File: config.mk
export PLATFORM = sky130hd
export DESIGN_NAME = vga_fb_write_sched_flat
export DESIGN_NICKNAME = d
export VERILOG_FILES = /design/src/rtl/vga_fb_pkg.sv /design/src/rtl/vga_fb_write_sched_if.sv /design/src/rtl/vga_fb_addr_gen.sv /design/src/rtl/vga_fb_write_sched.sv /design/src/flat_wrapper.sv
export SDC_FILE = /design/constraint.sdc
export NUM_CORES = 1
export LEC_CHECK = 0
export BUFFER_PORTS_ARGS = -buffer_cell sky130_fd_sc_hd__buf_2
export CAP_MARGIN = 5
export CORE_UTILIZATION = 40
export CTS_BUF_LIST = sky130_fd_sc_hd__clkbuf_4 sky130_fd_sc_hd__clkbuf_8 sky130_fd_sc_hd__clkbuf_16
export DETAILED_ROUTE_END_ITERATION = 8
export GPL_TIMING_DRIVEN = 0
export PLACE_DENSITY = 0.66
export SLEW_MARGIN = 20
export SYNTH_ARGS = -nofsm -noshare
export SYNTH_HDL_FRONTEND = slang
export SYNTH_SLANG_ARGS = --single-unit
File: constraint.sdc
create_clock -name avs_s1_clk_iCLK -period 2.29 [get_ports avs_s1_clk_iCLK]
set_input_delay 0.458 -clock avs_s1_clk_iCLK [delete_from_list [all_inputs] [get_ports avs_s1_clk_iCLK]]
set_output_delay 0.458 -clock avs_s1_clk_iCLK [all_outputs]
set_load 0.03 [all_outputs]
File: src/rtl/vga_fb_pkg.sv
// Shared types and defaults for the VGA frame-buffer write scheduler.
// Optional feature macro used by the top: VGA_FB_SCHED_FAIR_EN.
package vga_fb_pkg;
  localparam int PIX_W  = 8;
  localparam int ADDR_W = 19;
  localparam logic [ADDR_W-1:0] RAM_SIZE_DEF = 19'h4B000;
  localparam int H_RES_DEF = 640;
  localparam int V_RES_DEF = 480;

  typedef logic [PIX_W-1:0]  pix_t;
  typedef logic [ADDR_W-1:0] fbAddr_t;

  typedef enum logic [1:0] {ST_IDLE, ST_CLEAR, ST_BAR, ST_DONE} schedState_t;

  typedef struct packed {
    pix_t       fg;
    pix_t       bg;
    logic [9:0] fgStart;
  } barOp_t;

  // First row painted FG; heights past the screen saturate to a full bar.
  function automatic logic [9:0] barFgStart(input logic [8:0] h, input int vRes);
    logic [9:0] hExt;
    hExt = {1'b0, h};
    if (hExt >= 10'(vRes)) return 10'd0;
    else                   return 10'(vRes) - hExt;
  endfunction
endpackage

File: src/rtl/vga_fb_write_sched_if.sv
// Host pixel-write bus and frame-buffer write port seen by the scheduler.
interface vga_fb_write_sched_if;
  import vga_fb_pkg::*;
  logic    iHOST_WR;
  fbAddr_t iHOST_ADDR;
  pix_t    iHOST_DATA;
  logic    oHOST_WAIT;
  logic    oFB_WREN;
  fbAddr_t oFB_ADDR;
  pix_t    oFB_DATA;

  modport slave  (input  iHOST_WR, iHOST_ADDR, iHOST_DATA,
                  output oHOST_WAIT, oFB_WREN, oFB_ADDR, oFB_DATA);
  modport master (output iHOST_WR, iHOST_ADDR, iHOST_DATA,
                  input  oHOST_WAIT, oFB_WREN, oFB_ADDR, oFB_DATA);
endinterface

File: src/rtl/vga_fb_addr_gen.sv
// Loadable address/row counter for the fill engines; holds while not advanced.
module vga_fb_addr_gen
  import vga_fb_pkg::*;
#(
  parameter int STRIDE = H_RES_DEF
) (
  input  logic    iCLK,
  input  logic    iRST_N,
  input  logic    load,
  input  fbAddr_t loadAddr,
  input  fbAddr_t loadTerm,
  input  logic    loadRowStep,
  input  logic    adv,
  output fbAddr_t addr,
  output fbAddr_t cnt,
  output logic    last
);
  localparam fbAddr_t ROW_STEP = fbAddr_t'(STRIDE);

  fbAddr_t termR;
  logic    rowStepR;

  assign last = (cnt == termR);

  always_ff @(posedge iCLK or negedge iRST_N) begin
    if (!iRST_N) begin
      addr     <= '0;
      cnt      <= '0;
      termR    <= '0;
      rowStepR <= 1'b0;
    end else if (load) begin
      addr     <= loadAddr;
      cnt      <= '0;
      termR    <= loadTerm;
      rowStepR <= loadRowStep;
    end else if (adv && !last) begin
      addr <= addr + (rowStepR ? ROW_STEP : fbAddr_t'(1));
      cnt  <= cnt + fbAddr_t'(1);
    end
  end
endmodule

File: src/rtl/vga_fb_write_sched.sv
// Frame-buffer write-port scheduler: host pixel writes vs clear / column-bar engines.
// Define VGA_FB_SCHED_FAIR_EN for alternating host/engine grants; default is host priority.
module vga_fb_write_sched
  import vga_fb_pkg::*;
#(
  parameter fbAddr_t RAM_SIZE = RAM_SIZE_DEF,
  parameter int      H_RES    = H_RES_DEF,
  parameter int      V_RES    = V_RES_DEF
) (
  input  logic                  avs_s1_clk_iCLK,
  input  logic                  avs_s1_reset_n_iRST_N,
  vga_fb_write_sched_if.slave   bus,
  input  logic                  iCLR_REQ,
  input  pix_t                  iCLR_COLOR,
  input  logic                  iBAR_REQ,
  input  logic [9:0]            iBAR_X,
  input  logic [8:0]            iBAR_H,
  input  pix_t                  iBAR_FG,
  input  pix_t                  iBAR_BG,
  output logic                  oACK,
  output logic                  oBUSY,
  output logic                  oDONE
);
  localparam logic [9:0] H_RES_X = 10'(H_RES);

  schedState_t state, nxt;
  logic        accept, acceptClr;
  logic        hostValid, engWant, engGrant, hostGrant, hostWait;
  pix_t        colorR, engData;
  barOp_t      barR;
  fbAddr_t     engAddr, engCnt;
  logic        engLast;

  // Register-space addresses bypass arbitration entirely.
  assign hostValid = bus.iHOST_WR && (bus.iHOST_ADDR < RAM_SIZE);
  assign engWant   = (state == ST_CLEAR) || (state == ST_BAR);
  assign oBUSY     = (state != ST_IDLE);

`ifdef VGA_FB_SCHED_FAIR_EN
  logic lastEngR;

  always_comb begin
    engGrant  = engWant && (!hostValid || !lastEngR);
    hostGrant = hostValid && !engGrant;
    hostWait  = hostValid && engGrant;
  end

  always_ff @(posedge avs_s1_clk_iCLK or negedge avs_s1_reset_n_iRST_N) begin
    if (!avs_s1_reset_n_iRST_N)     lastEngR <= 1'b0;
    else if (engGrant || hostGrant) lastEngR <= engGrant;
  end
`else
  always_comb begin
    engGrant  = engWant && !hostValid;
    hostGrant = hostValid;
    hostWait  = 1'b0;
  end
`endif

  assign bus.oHOST_WAIT = hostWait;

  always_comb begin
    nxt       = state;
    accept    = 1'b0;
    acceptClr = 1'b0;
    case (state)
      ST_IDLE: begin
        if (iCLR_REQ) begin
          accept    = 1'b1;
          acceptClr = 1'b1;
          nxt       = ST_CLEAR;
        end else if (iBAR_REQ) begin
          accept = 1'b1;
          nxt    = (iBAR_X >= H_RES_X) ? ST_DONE : ST_BAR;
        end
      end
      ST_CLEAR, ST_BAR: if (engGrant && engLast) nxt = ST_DONE;
      ST_DONE:          nxt = ST_IDLE;
      default:          nxt = ST_IDLE;
    endcase
  end

  always_ff @(posedge avs_s1_clk_iCLK or negedge avs_s1_reset_n_iRST_N) begin
    if (!avs_s1_reset_n_iRST_N) begin
      state  <= ST_IDLE;
      oACK   <= 1'b0;
      oDONE  <= 1'b0;
      colorR <= '0;
      barR   <= '0;
    end else begin
      state <= nxt;
      oACK  <= accept;
      oDONE <= (state == ST_DONE);
      if (accept) begin
        colorR       <= iCLR_COLOR;
        barR.fg      <= iBAR_FG;
        barR.bg      <= iBAR_BG;
        barR.fgStart <= barFgStart(iBAR_H, V_RES);
      end
    end
  end

  vga_fb_addr_gen #(.STRIDE(H_RES)) u_addr (
    .iCLK        (avs_s1_clk_iCLK),
    .iRST_N      (avs_s1_reset_n_iRST_N),
    .load        (accept),
    .loadAddr    (acceptClr ? fbAddr_t'(0) : fbAddr_t'(iBAR_X)),
    .loadTerm    (acceptClr ? (RAM_SIZE - fbAddr_t'(1)) : fbAddr_t'(V_RES - 1)),
    .loadRowStep (!acceptClr),
    .adv         (engGrant),
    .addr        (engAddr),
    .cnt         (engCnt),
    .last        (engLast)
  );

  // In BAR the counter is the row index, so FG covers the bottom rows.
  assign engData = (state == ST_BAR)
                   ? ((engCnt >= fbAddr_t'(barR.fgStart)) ? barR.fg : barR.bg)
                   : colorR;

  always_ff @(posedge avs_s1_clk_iCLK or negedge avs_s1_reset_n_iRST_N) begin
    if (!avs_s1_reset_n_iRST_N) begin
      bus.oFB_WREN <= 1'b0;
      bus.oFB_ADDR <= '0;
      bus.oFB_DATA <= '0;
    end else begin
      bus.oFB_WREN <= hostGrant || engGrant;
      if (hostGrant) begin
        bus.oFB_ADDR <= bus.iHOST_ADDR;
        bus.oFB_DATA <= bus.iHOST_DATA;
      end else if (engGrant) begin
        bus.oFB_ADDR <= engAddr;
        bus.oFB_DATA <= engData;
      end
    end
  end
endmodule

File: src/flat_wrapper.sv
// flat-port wrapper written by rule: the top's interface ports become plain ports
module vga_fb_write_sched_flat import vga_fb_pkg::*;
#(
  parameter fbAddr_t RAM_SIZE = RAM_SIZE_DEF,
  parameter int      H_RES    = H_RES_DEF,
  parameter int      V_RES    = V_RES_DEF
)
  (avs_s1_clk_iCLK, avs_s1_reset_n_iRST_N, iCLR_REQ, iCLR_COLOR, iBAR_REQ, iBAR_X, iBAR_H, iBAR_FG, iBAR_BG, oACK, oBUSY, oDONE, bus_iHOST_WR, bus_iHOST_ADDR, bus_iHOST_DATA, bus_oHOST_WAIT, bus_oFB_WREN, bus_oFB_ADDR, bus_oFB_DATA);
  vga_fb_write_sched_if bus_i ();
  input  logic avs_s1_clk_iCLK;
  input  logic avs_s1_reset_n_iRST_N;
  input  logic iCLR_REQ;
  input  pix_t iCLR_COLOR;
  input  logic iBAR_REQ;
  input  logic [9:0] iBAR_X;
  input  logic [8:0] iBAR_H;
  input  pix_t iBAR_FG;
  input  pix_t iBAR_BG;
  output logic oACK;
  output logic oBUSY;
  output logic oDONE;
  input wire logic [$bits(bus_i.iHOST_WR)-1:0] bus_iHOST_WR;
  input wire logic [$bits(bus_i.iHOST_ADDR)-1:0] bus_iHOST_ADDR;
  input wire logic [$bits(bus_i.iHOST_DATA)-1:0] bus_iHOST_DATA;
  output wire logic [$bits(bus_i.oHOST_WAIT)-1:0] bus_oHOST_WAIT;
  output wire logic [$bits(bus_i.oFB_WREN)-1:0] bus_oFB_WREN;
  output wire logic [$bits(bus_i.oFB_ADDR)-1:0] bus_oFB_ADDR;
  output wire logic [$bits(bus_i.oFB_DATA)-1:0] bus_oFB_DATA;
  assign bus_i.iHOST_WR = bus_iHOST_WR;
  assign bus_i.iHOST_ADDR = bus_iHOST_ADDR;
  assign bus_i.iHOST_DATA = bus_iHOST_DATA;
  assign bus_oHOST_WAIT = bus_i.oHOST_WAIT;
  assign bus_oFB_WREN = bus_i.oFB_WREN;
  assign bus_oFB_ADDR = bus_i.oFB_ADDR;
  assign bus_oFB_DATA = bus_i.oFB_DATA;
  vga_fb_write_sched #(.RAM_SIZE(RAM_SIZE), .H_RES(H_RES), .V_RES(V_RES)) u_core (.avs_s1_clk_iCLK(avs_s1_clk_iCLK), .avs_s1_reset_n_iRST_N(avs_s1_reset_n_iRST_N), .bus(bus_i), .iCLR_REQ(iCLR_REQ), .iCLR_COLOR(iCLR_COLOR), .iBAR_REQ(iBAR_REQ), .iBAR_X(iBAR_X), .iBAR_H(iBAR_H), .iBAR_FG(iBAR_FG), .iBAR_BG(iBAR_BG), .oACK(oACK), .oBUSY(oBUSY), .oDONE(oDONE));
endmodule
After elaboration in Yosys (flattened, before gate mapping)
Index checks and enable logic that the tools add are counted.
{"block": "op_classes", "n_mux": 24, "n_addsub": 3, "n_lt_le_gt_ge": 4, "n_reduce_logical": 15, "eq_ne": 6}
{"op": "two-way mux 19 bit", "count": 7}
{"op": "two-way mux 8 bit", "count": 4}
{"op": "two-way mux 10 bit", "count": 3}
{"op": "adder 19 x 1 -> 19 bit (second input constant)", "count": 1}
{"op": "adder 19 x 10 -> 19 bit", "count": 1}
{"op": "== test 19 bit", "count": 1}
{"op": "greater-or-equal comparator 19 x 10 -> 1 bit", "count": 1}
{"op": "< comparator 19 bit (second input constant)", "count": 1}
{"op": "greater-or-equal comparator 10 bit (second input constant)", "count": 1}
{"op": "subtractor 9 x 9 -> 10 bit (first input constant)", "count": 1}
{"op": "greater-or-equal comparator 9 bit (second input constant)", "count": 1}
{"op": "two-way mux 1 bit", "count": 6}
{"op": "two-way mux 2 bit", "count": 3}
{"op": "one-hot mux 2 bit (3 select lines)", "count": 1}
{"op": "nonzero test 2 bit", "count": 3}
{"op": "== test 2 bit (second input constant)", "count": 2}
{"op": "logical AND 1 bit", "count": 4}
{"op": "zero test 1 bit", "count": 3}
{"op": "inequality test 3 bit (second input constant)", "count": 1}
{"op": "== test 2 x 1 -> 1 bit (second input constant)", "count": 1}
{"op": "zero test 2 bit", "count": 1}
{"op": "logical OR 1 bit", "count": 2}
{"op": "inequality test 2 x 1 -> 1 bit (second input constant)", "count": 1}
{"op": "AND reduction 2 bit", "count": 1}
{"op": "OR reduction 2 bit", "count": 1}
{"block": "totals", "reg_bits": 124, "in_bits": 75, "elab_cells": 66}

Longest topological paths before layout
Gate-level depths: netlist (run 1).
{"block": "depth", "word_depth": 7, "depth_mapped": 9, "depth_no_buf": 9}

By module
Synthesis (run 1) repeated with hierarchy kept, for this count alone.
{"block": "unflattened", "hier_cells": 661, "hier_area_um2": 6757.7}
{"mod": "vga_fb_write_sched", "n_inst": 1, "area_each_um2": 3598.5, "cells_per_inst": 354}
{"mod": "vga_fb_addr_gen", "n_inst": 1, "area_each_um2": 3159.3, "cells_per_inst": 307}

Least setup slack after synthesis (run 1)
Ideal clock, no wire load.
{"block": "synth_path", "path_kind": "reg-to-reg", "start": "reg u_core.u_addr.cnt[15]", "end": "reg u_core.state[0]", "setup_slack_ns": -0.046, "n_path_buf": 0, "required_time_ns": 2.163, "arrival_ns": 2.209, "stages_incl_launch_ff": 7, "setup_ns": 0.127, "path_cell_list": "dfrtp_1 > or4_1 > or3_1 > a221oi_2 > a21oi_1 > a21o_1 > mux2_1"}
{"block": "synth_between", "elab_chain_cells": 4}
{"item": "from (decl)", "line": "vga_fb_addr_gen.sv:15", "text": "output fbAddr_t cnt,"}
{"item": "from (signal assigned)", "line": "vga_fb_addr_gen.sv:38", "text": "cnt <= cnt + fbAddr_t'(1);"}
{"item": "== test 19 bit", "line": "vga_fb_addr_gen.sv:23", "text": "assign last = (cnt == termR);"}
{"item": "logical AND 1 bit", "line": "vga_fb_write_sched.sv:77", "text": "ST_CLEAR, ST_BAR: if (engGrant && engLast) nxt = ST_DONE;"}
{"item": "inequality test 2 x 1 -> 1 bit (no source line)"}
{"item": "AND reduction 2 bit (no source line)"}
{"item": "to (signal assigned)", "line": "vga_fb_write_sched.sv:91", "text": "state <= nxt;"}
{"item": "to (decl)", "line": "vga_fb_write_sched.sv:26", "text": "schedState_t state, nxt;"}
No other way between the ends.
A chain may end at the register's enable or synchronous reset.

Worst setup path in the final report (run 1)
{"block": "layout_path", "start": "reg u_core.u_addr.cnt[15]", "end": "reg u_core.u_addr.addr[16]"}
{"block": "layout_between", "elab_chain_cells": 4}
{"item": "== test 19 bit", "line": "vga_fb_addr_gen.sv:23"}
{"item": "zero test 1 bit", "line": "vga_fb_addr_gen.sv:36", "text": "end else if (adv && !last) begin"}
{"item": "logical AND 1 bit", "line": "vga_fb_addr_gen.sv:36"}
{"item": "nonzero test 2 bit (no source line)"}
{"item": "to (signal assigned)", "line": "vga_fb_addr_gen.sv:32", "text": "addr <= loadAddr;"}
{"item": "to (signal assigned)", "line": "vga_fb_addr_gen.sv:37", "text": "addr <= addr + (rowStepR ? ROW_STEP : fbAddr_t'(1));"}
{"item": "to (decl)", "line": "vga_fb_addr_gen.sv:14", "text": "output fbAddr_t addr,"}
No other way between the ends.

==> flow_summary.ini, run 1 <==
[power_and_ir_drop]
vdd_drop_max_v = 0.000740
leakage_nw = 3.25
power_mw = 8.75
powerDensity_nw_per_um2 = 1270
power.share.sequential = 0.356
p_switching_mw = 3.79
p_sw_frac = 0.433
p_int_mw = 4.96
combPwrFrac = 0.473
p_clk_frac = 0.171

[sta]
setup_viol = 46
worst_pin_slew_ns = 0.778
fin_ws_ns = -0.221
slew_violations = 0
slew_headroom = 0.481
fin_worst_skew_ns = 0.00676
post-route-period-util = 1.10
fin_crit_ns = 2.51
fmax_mhz = 398
hold_violations = 0
rsz0062_at_grt = yes

[synth]
synth_fp_nets = 696
syn_area_um2 = 5560
synth_top_cells_by_area = dfrtp_1, nand2_1, mux2i_1, xnor2_1, ha_1
yosysMostFrequentCell = nand2_1
ys_top_cells_by_count = nand2_1, dfrtp_1, nor2_1, o21ai_0, xnor2_1
synth_async_sr_flop_share = 1.00
synth_edf_count = 0
syn_inst = 601
synth_cell_types = 45
synth_flop_cell = dfrtp_1
yosysSeqAreaShare = 0.482
ys_ff_latch = 107
synth_top_area_frac = 0.482
yosysWarnings = 0
synth_top_cell_by_area = dfrtp_1
syn_avg_cell_area_um2 = 9.24

[clocking]
cts_buffers = 9
cts_tree = built
insertion_delay_ns = 0.35
htree_levels = 3
clk_path_buf_depth = 2
cts_sinks = 107
cts_root_buf = clkbuf_16
ctsHoldBuffers = 0
path_clk_slew_ns = 0.07

[finish]
nets = 822
diodes = 0
nFillCells = 1222
layout-drive-gt1-share = 0.221
area_growth_syn_to_layout_pct = 24.2

[placed_design]
detailed_place_hpwl_mm = 10.4
gp_congestion = 0.837
port_buffers = 105
pre_cts_ws_ns = -0.548

[drt]
dr_total_vias = 4870
drtIter0Drc = 262
drt_wl_total_mm = 14.7
drcViolationCount = 0
antenna_left = 0
first_pass_iters = 4
routedWlPerCell_um = 16.2
vias_per_cell = 5.36

[setup_path]
cp-start-kind = register
path_depth = 8
reg2reg_to = u_core.u_addr.addr[16]
max_stage_delay_ns = 0.54
path_buf_inv = 2
required_ns = 2.49
worst_path_max_delay_cell = or4_4
cp_data_arrival_time_ns = 2.71
rr_startpoint = u_core.u_addr.cnt[15]
crit_fanout = 5
r2r_cells = 8
critPathCaptureType = register
cp_top_family = simple AND/OR/NAND/NOR gates
crit_type = register to register
crit_chain = or4_4, or3_4, a221oi_4, buf_6, clkbuf_16, nor4b_1, xnor2_1, nor2_1
r2r_slack_ns = -0.22

[global_route]
grt_pass1_vias = 4818
grt_pass1_wl_mm = 23.7
antenna_found_initial = 0
grt-ovfl-total = 0
grt_start_max_net_pins = 69
track_usage = 0.209

[floorplan]
fp.dieW_um = 120
rows = 42
die_h_um = 120
start_util = 0.415
io_pins = 107
dieArea_um2 = 14400
core_area_um2 = 13400

[min_path]
worstHoldPathType = input pin to asynchronous set/reset pin

[run_status]
status = complete, but fails checks
violations = setup timing

[job]
max_cap_violations = 0
==> worst reg2reg max path: cells and delay by family, from the launching register on <==
family | cells | cell delay (ns)
flip-flops | 1 | 0.42
buffers and inverters | 2 | 0.35
AO/OA/AOI/OAI | 1 | 0.32
XOR/XNOR | 1 | 0.24
AND/OR/NAND/NOR | 4 | 1.03
==> state kept, by name, summed over array words and instances, names as in the netlist <==
signal and cells:
u_core.barR 26, u_core.bus.oFB_ADDR 19, u_core.bus.oFB_DATA 8, u_core.bus.oFB_WREN 1, u_core.colorR 8, u_core.oACK 1, u_core.oDONE 1, u_core.state 2
u_core.u_addr.addr 19, u_core.u_addr.cnt 19, u_core.u_addr.rowStepR 1, u_core.u_addr.termR 2
==> per-layer routing <==
layer / vias up / share of wire / GRT usage
met5: - / 0 / 0
met4: 0 / 0.017 / 0.0703
met3: 17 / 0.040 / 0.0328
met2: 128 / 0.50 / 0.348
met1: 2385 / 0.45 / 0.278
li1: 2340 / - / -
==> logic make-up after synthesis <==
family | Yosys count | synth area share
buffers and inverters | 49 | 0.0347
other | 1 | 0.000675
flip-flops | 107 | 0.482
multiplexers | 35 | 0.0633
XOR/XNOR | 38 | 0.0599
AO/OA/AOI/OAI | 97 | 0.107
adder cells (fa/ha/maj) | 20 | 0.0450
AND/OR/NAND/NOR | 254 | 0.207
==> cells in the final DEF, fill, tap and decap left out, types with 8 or more instances in the layout <==
master | netlist | final
clkbuf_1 | 21 | 19
nand4_1 | 8 | 8
nand3_1 | 22 | 22
ha_1 | 20 | 20
nor3_1 | 14 | 11
inv_1 | 18 | 18
buf_2 | 4 | 105
clkbuf_16 | 0 | 10
o21ai_0 | 36 | 30
dfrtp_1 | 107 | 106
nor4_1 | 16 | 15
nand2_1 | 130 | 130
mux2i_1 | 34 | 30
a21oi_1 | 23 | 22
a22oi_1 | 9 | 9
nor2_1 | 36 | 35
xnor2_1 | 35 | 35
==> worst max-delay path by stage <==
| stage | from | end |
|---|---|---|
| after floorplan | u_core.u_addr.cnt[15] | u_core.state[0] |
| after global placement | bus_iHOST_ADDR[12] | u_core.u_addr.addr[1] |
| after detailed placement | bus_iHOST_ADDR[12] | u_core.u_addr.addr[9] |
| after CTS | u_core.u_addr.cnt[15] | u_core.bus.oFB_DATA[1] |
| after global routing | u_core.u_addr.cnt[15] | u_core.u_addr.addr[16] |
| final | u_core.u_addr.cnt[15] | u_core.u_addr.addr[16] |
==> cell type report <==
type                       instances  area [um2]  share of cell area
multi-input combinational        445        2820               0.409
buffer                            30         164              0.0238
inverter                          19        71.3              0.0103
sequential                       107        2680               0.388
tap                              176         220              0.0319
clock buffer                      13         268              0.0388
timing repair buffer             115         656              0.0950
clock inverter                     3        22.5             0.00326
==> power groups by stage <==
stage          Clock, mW  Combinational [mW]  Sequential, mW
3_5_place_dp           0                3.89            3.11
4_1_cts             1.52                4.02            3.10
5_1_grt             1.59                4.54            3.20
3_3_place_gp           0                3.77            3.09
6_report            1.50                4.14            3.12
2_1_floorplan          0                2.37            3.44
==> through the flow <==
step	std cells	hold WS, ns	setup TNS, ns	util	cell area (um2)
3_5_place_dp	883	0.396	-16.47	0.473	6330
4_1_cts	906	0.0275	-3.10	0.504	6760
3_3_place_gp	882	0.460	-64.21	0.470	6300
6_report	908	0.0134	-3.59	0.515	6900
2_1_floorplan	601	0.162	-0.0464	-	5560
5_1_grt	908	0.0458	-7.51	0.515	6900
==> repair_timing <==
action | CTS | global route
pin swaps | 3 | 17
cloned | 0 | 1
resized for setup | 22 | 29
endpoints found under the setup margin | 70 | 56
buffers inserted | 7 | 1
No activity file was read; power rests on OpenSTA's default activity.
==> run 2: changes to the inputs <==
--- a/config.mk
+++ b/config.mk
@@ -11,6 +11,7 @@
 export CTS_BUF_LIST = sky130_fd_sc_hd__clkbuf_4 sky130_fd_sc_hd__clkbuf_8 sky130_fd_sc_hd__clkbuf_16
 export DETAILED_ROUTE_END_ITERATION = 8
 export GPL_TIMING_DRIVEN = 0
+export MAX_ROUTING_LAYER = met4
 export PLACE_DENSITY = 0.66
 export SLEW_MARGIN = 20
 export SYNTH_ARGS = -nofsm -noshare
==> run 2 against run 1 <==
Net effect:
- the flow still finishes with violations (setup timing)
- sequential cell count stayed put
- global-route usage is 0.64 points higher
- cell area stayed put
- utilization stayed put
- die area stayed put
- clock power hardly changed
- largest cell class unchanged
- sequential share of layout area stayed put
- first-iteration DRC count is 2.3% lower
==> flow_summary.ini, run 2 (synthesis results as in run 1) <==
[finish]
nets = 822
multi_input_area_um2 = 2820
area_growth_syn_to_layout_pct = 24.2
largest_reg_flops = 26
final_common_cell = nand2_1
fin_area_um2 = 6900
largest-register = u_core.barR
diodes = 0
nFillCells = 1222
final_cell_mix = nand2_1, dfrtp_1, buf_2
final_cells = 908
layout-drive-gt1-share = 0.221
regArea_um2 = 2680

[global_route]
antenna_found_initial = 0
grt-ovfl-total = 0
grt_pass1_vias = 4805
grt_pass1_wl_mm = 23.7
track_usage = 0.216
grt_start_max_net_pins = 69

[run_status]
violations = setup timing
status = complete, but fails checks

[floorplan]
start_util = 0.415
io_pins = 107
core_area_um2 = 13400
dieArea_um2 = 14400
rows = 42
die_h_um = 120
fp.dieW_um = 120

[placed_design]
gp_congestion = 0.850
placed_cell_area_um2 = 6330
dpl.cell_count = 883
port_buffers = 105
detailed_place_hpwl_mm = 10.4

[setup_path]
cp_data_arrival_time_ns = 2.70
required_ns = 2.49
r2r_cells = 8
crit_type = register to register
cp-start-kind = register
critPathCaptureType = register
crit_fanout = 5

[drt]
vias_per_cell = 5.37
first_pass_iters = 5
routedWlPerCell_um = 16.2
antenna_left = 0
drtIter0Drc = 256
drcViolationCount = 0
drt_wl_total_mm = 14.7
dr_total_vias = 4874

[power_and_ir_drop]
p_int_mw = 4.96
leakage_nw = 3.25
p_sw_frac = 0.434
powerDensity_nw_per_um2 = 1270
p_clk_frac = 0.171
vdd_drop_max_v = 0.000741
combPwrFrac = 0.473
power.share.sequential = 0.356
p_switching_mw = 3.80

[clocking]
insertion_delay_ns = 0.35
clk_path_buf_depth = 2
ctsHoldBuffers = 0
cts_root_buf = clkbuf_16
cts_tree = built
htree_levels = 3
cts_buffers = 9
path_clk_slew_ns = 0.07
cts_sinks = 107

[sta]
fin_crit_ns = 2.50
worst_pin_slew_ns = 0.772
slew_headroom = 0.485
slew_violations = 0
hold_violations = 0
post-route-period-util = 1.09
fin_worst_skew_ns = 0.00797
rsz0062_at_grt = yes
setup_viol = 46
fmax_mhz = 400
fin_ws_ns = -0.209

[min_path]
worstHoldPathType = input pin to asynchronous set/reset pin

[job]
max_cap_violations = 0
-- run 2: cell counts in the layout (fill, tap and decap cells not counted) --
No cell type changed its count.
-- run 2: repair_timing --
action / 4_1_cts / 5_1_grt
gates cloned: 0 / 1
endpoints found under the setup margin: 70 / 56
gates resized for setup: 22 / 29
pin swaps: 3 / 17
setup buffers: 7 / 1
-- run 2: worst paths after layout --
check                                          from                 endpoint  slack [ns]
setup / recovery              u_core.u_addr.cnt[15]   u_core.u_addr.addr[16]       -0.21
hold / removal                avs_s1_reset_n_iRST_N  u_core.bus.oFB_ADDR[10]        0.02
setup reg to reg              u_core.u_addr.cnt[15]   u_core.u_addr.addr[16]       -0.21
hold reg to reg                     u_core.barR[14]          u_core.barR[14]        0.48
max in group asynchronous     avs_s1_reset_n_iRST_N     u_core.u_addr.cnt[9]        1.61
min in group avs_s1_clk_iCLK             iBAR_FG[7]          u_core.barR[25]        0.30
-- run 2: power groups by stage --
stage               logic (mW)  registers (mW)  clock network (mW)
floorplan                 2.37            3.44                   0
finish                    4.14            3.12                1.50
CTS                       4.02            3.10                1.52
global route              4.54            3.20                1.59
detailed placement        3.89            3.11                   0
global placement          3.77            3.09                   0
-- run 2: per-stage QoR --
step	setup slack, ns	power [mW]	hold WS, ns	TNS, ns	utilization
3_5_place_dp	-0.548	7.00	0.396	-16.47	0.473
5_1_grt	-0.296	9.33	0.0459	-7.54	0.515
2_1_floorplan	-0.0464	5.81	0.162	-0.0464	-
6_report	-0.209	8.76	0.0175	-3.53	0.515
3_3_place_gp	-0.481	6.87	0.460	-64.21	0.470
4_1_cts	-0.133	8.65	0.0275	-3.10	0.504
-- run 2: routing by layer --
metal  up-vias  global-route usage  part of all wire
met5         -                   -                 0
met4         0              0.0703             0.017
met3        17              0.0309             0.038
met2       133               0.348              0.50
met1      2383               0.281              0.45
li1       2341                   -                 -
-- run 2: final cells by class --
class                           instances  share of cell area
Multi-Input combinational cell        445               0.409
Sequential cell                       107               0.388
Timing Repair Buffer                  115              0.0950
Clock buffer                           13              0.0388
Tap cell                              176              0.0319
Buffer                                 30              0.0238
Inverter                               19              0.0103
Clock inverter                          3             0.00326
-- run 2: critical path, stage by stage (launching register included) --
cell and delay, ns:
dfrtp_2 0.42, or4_4 0.54, or3_4 0.35, a221oi_4 0.32, buf_6 0.19, clkbuf_16 0.16, nor4b_1 0.06, xnor2_1 0.23
nor2_1 0.08
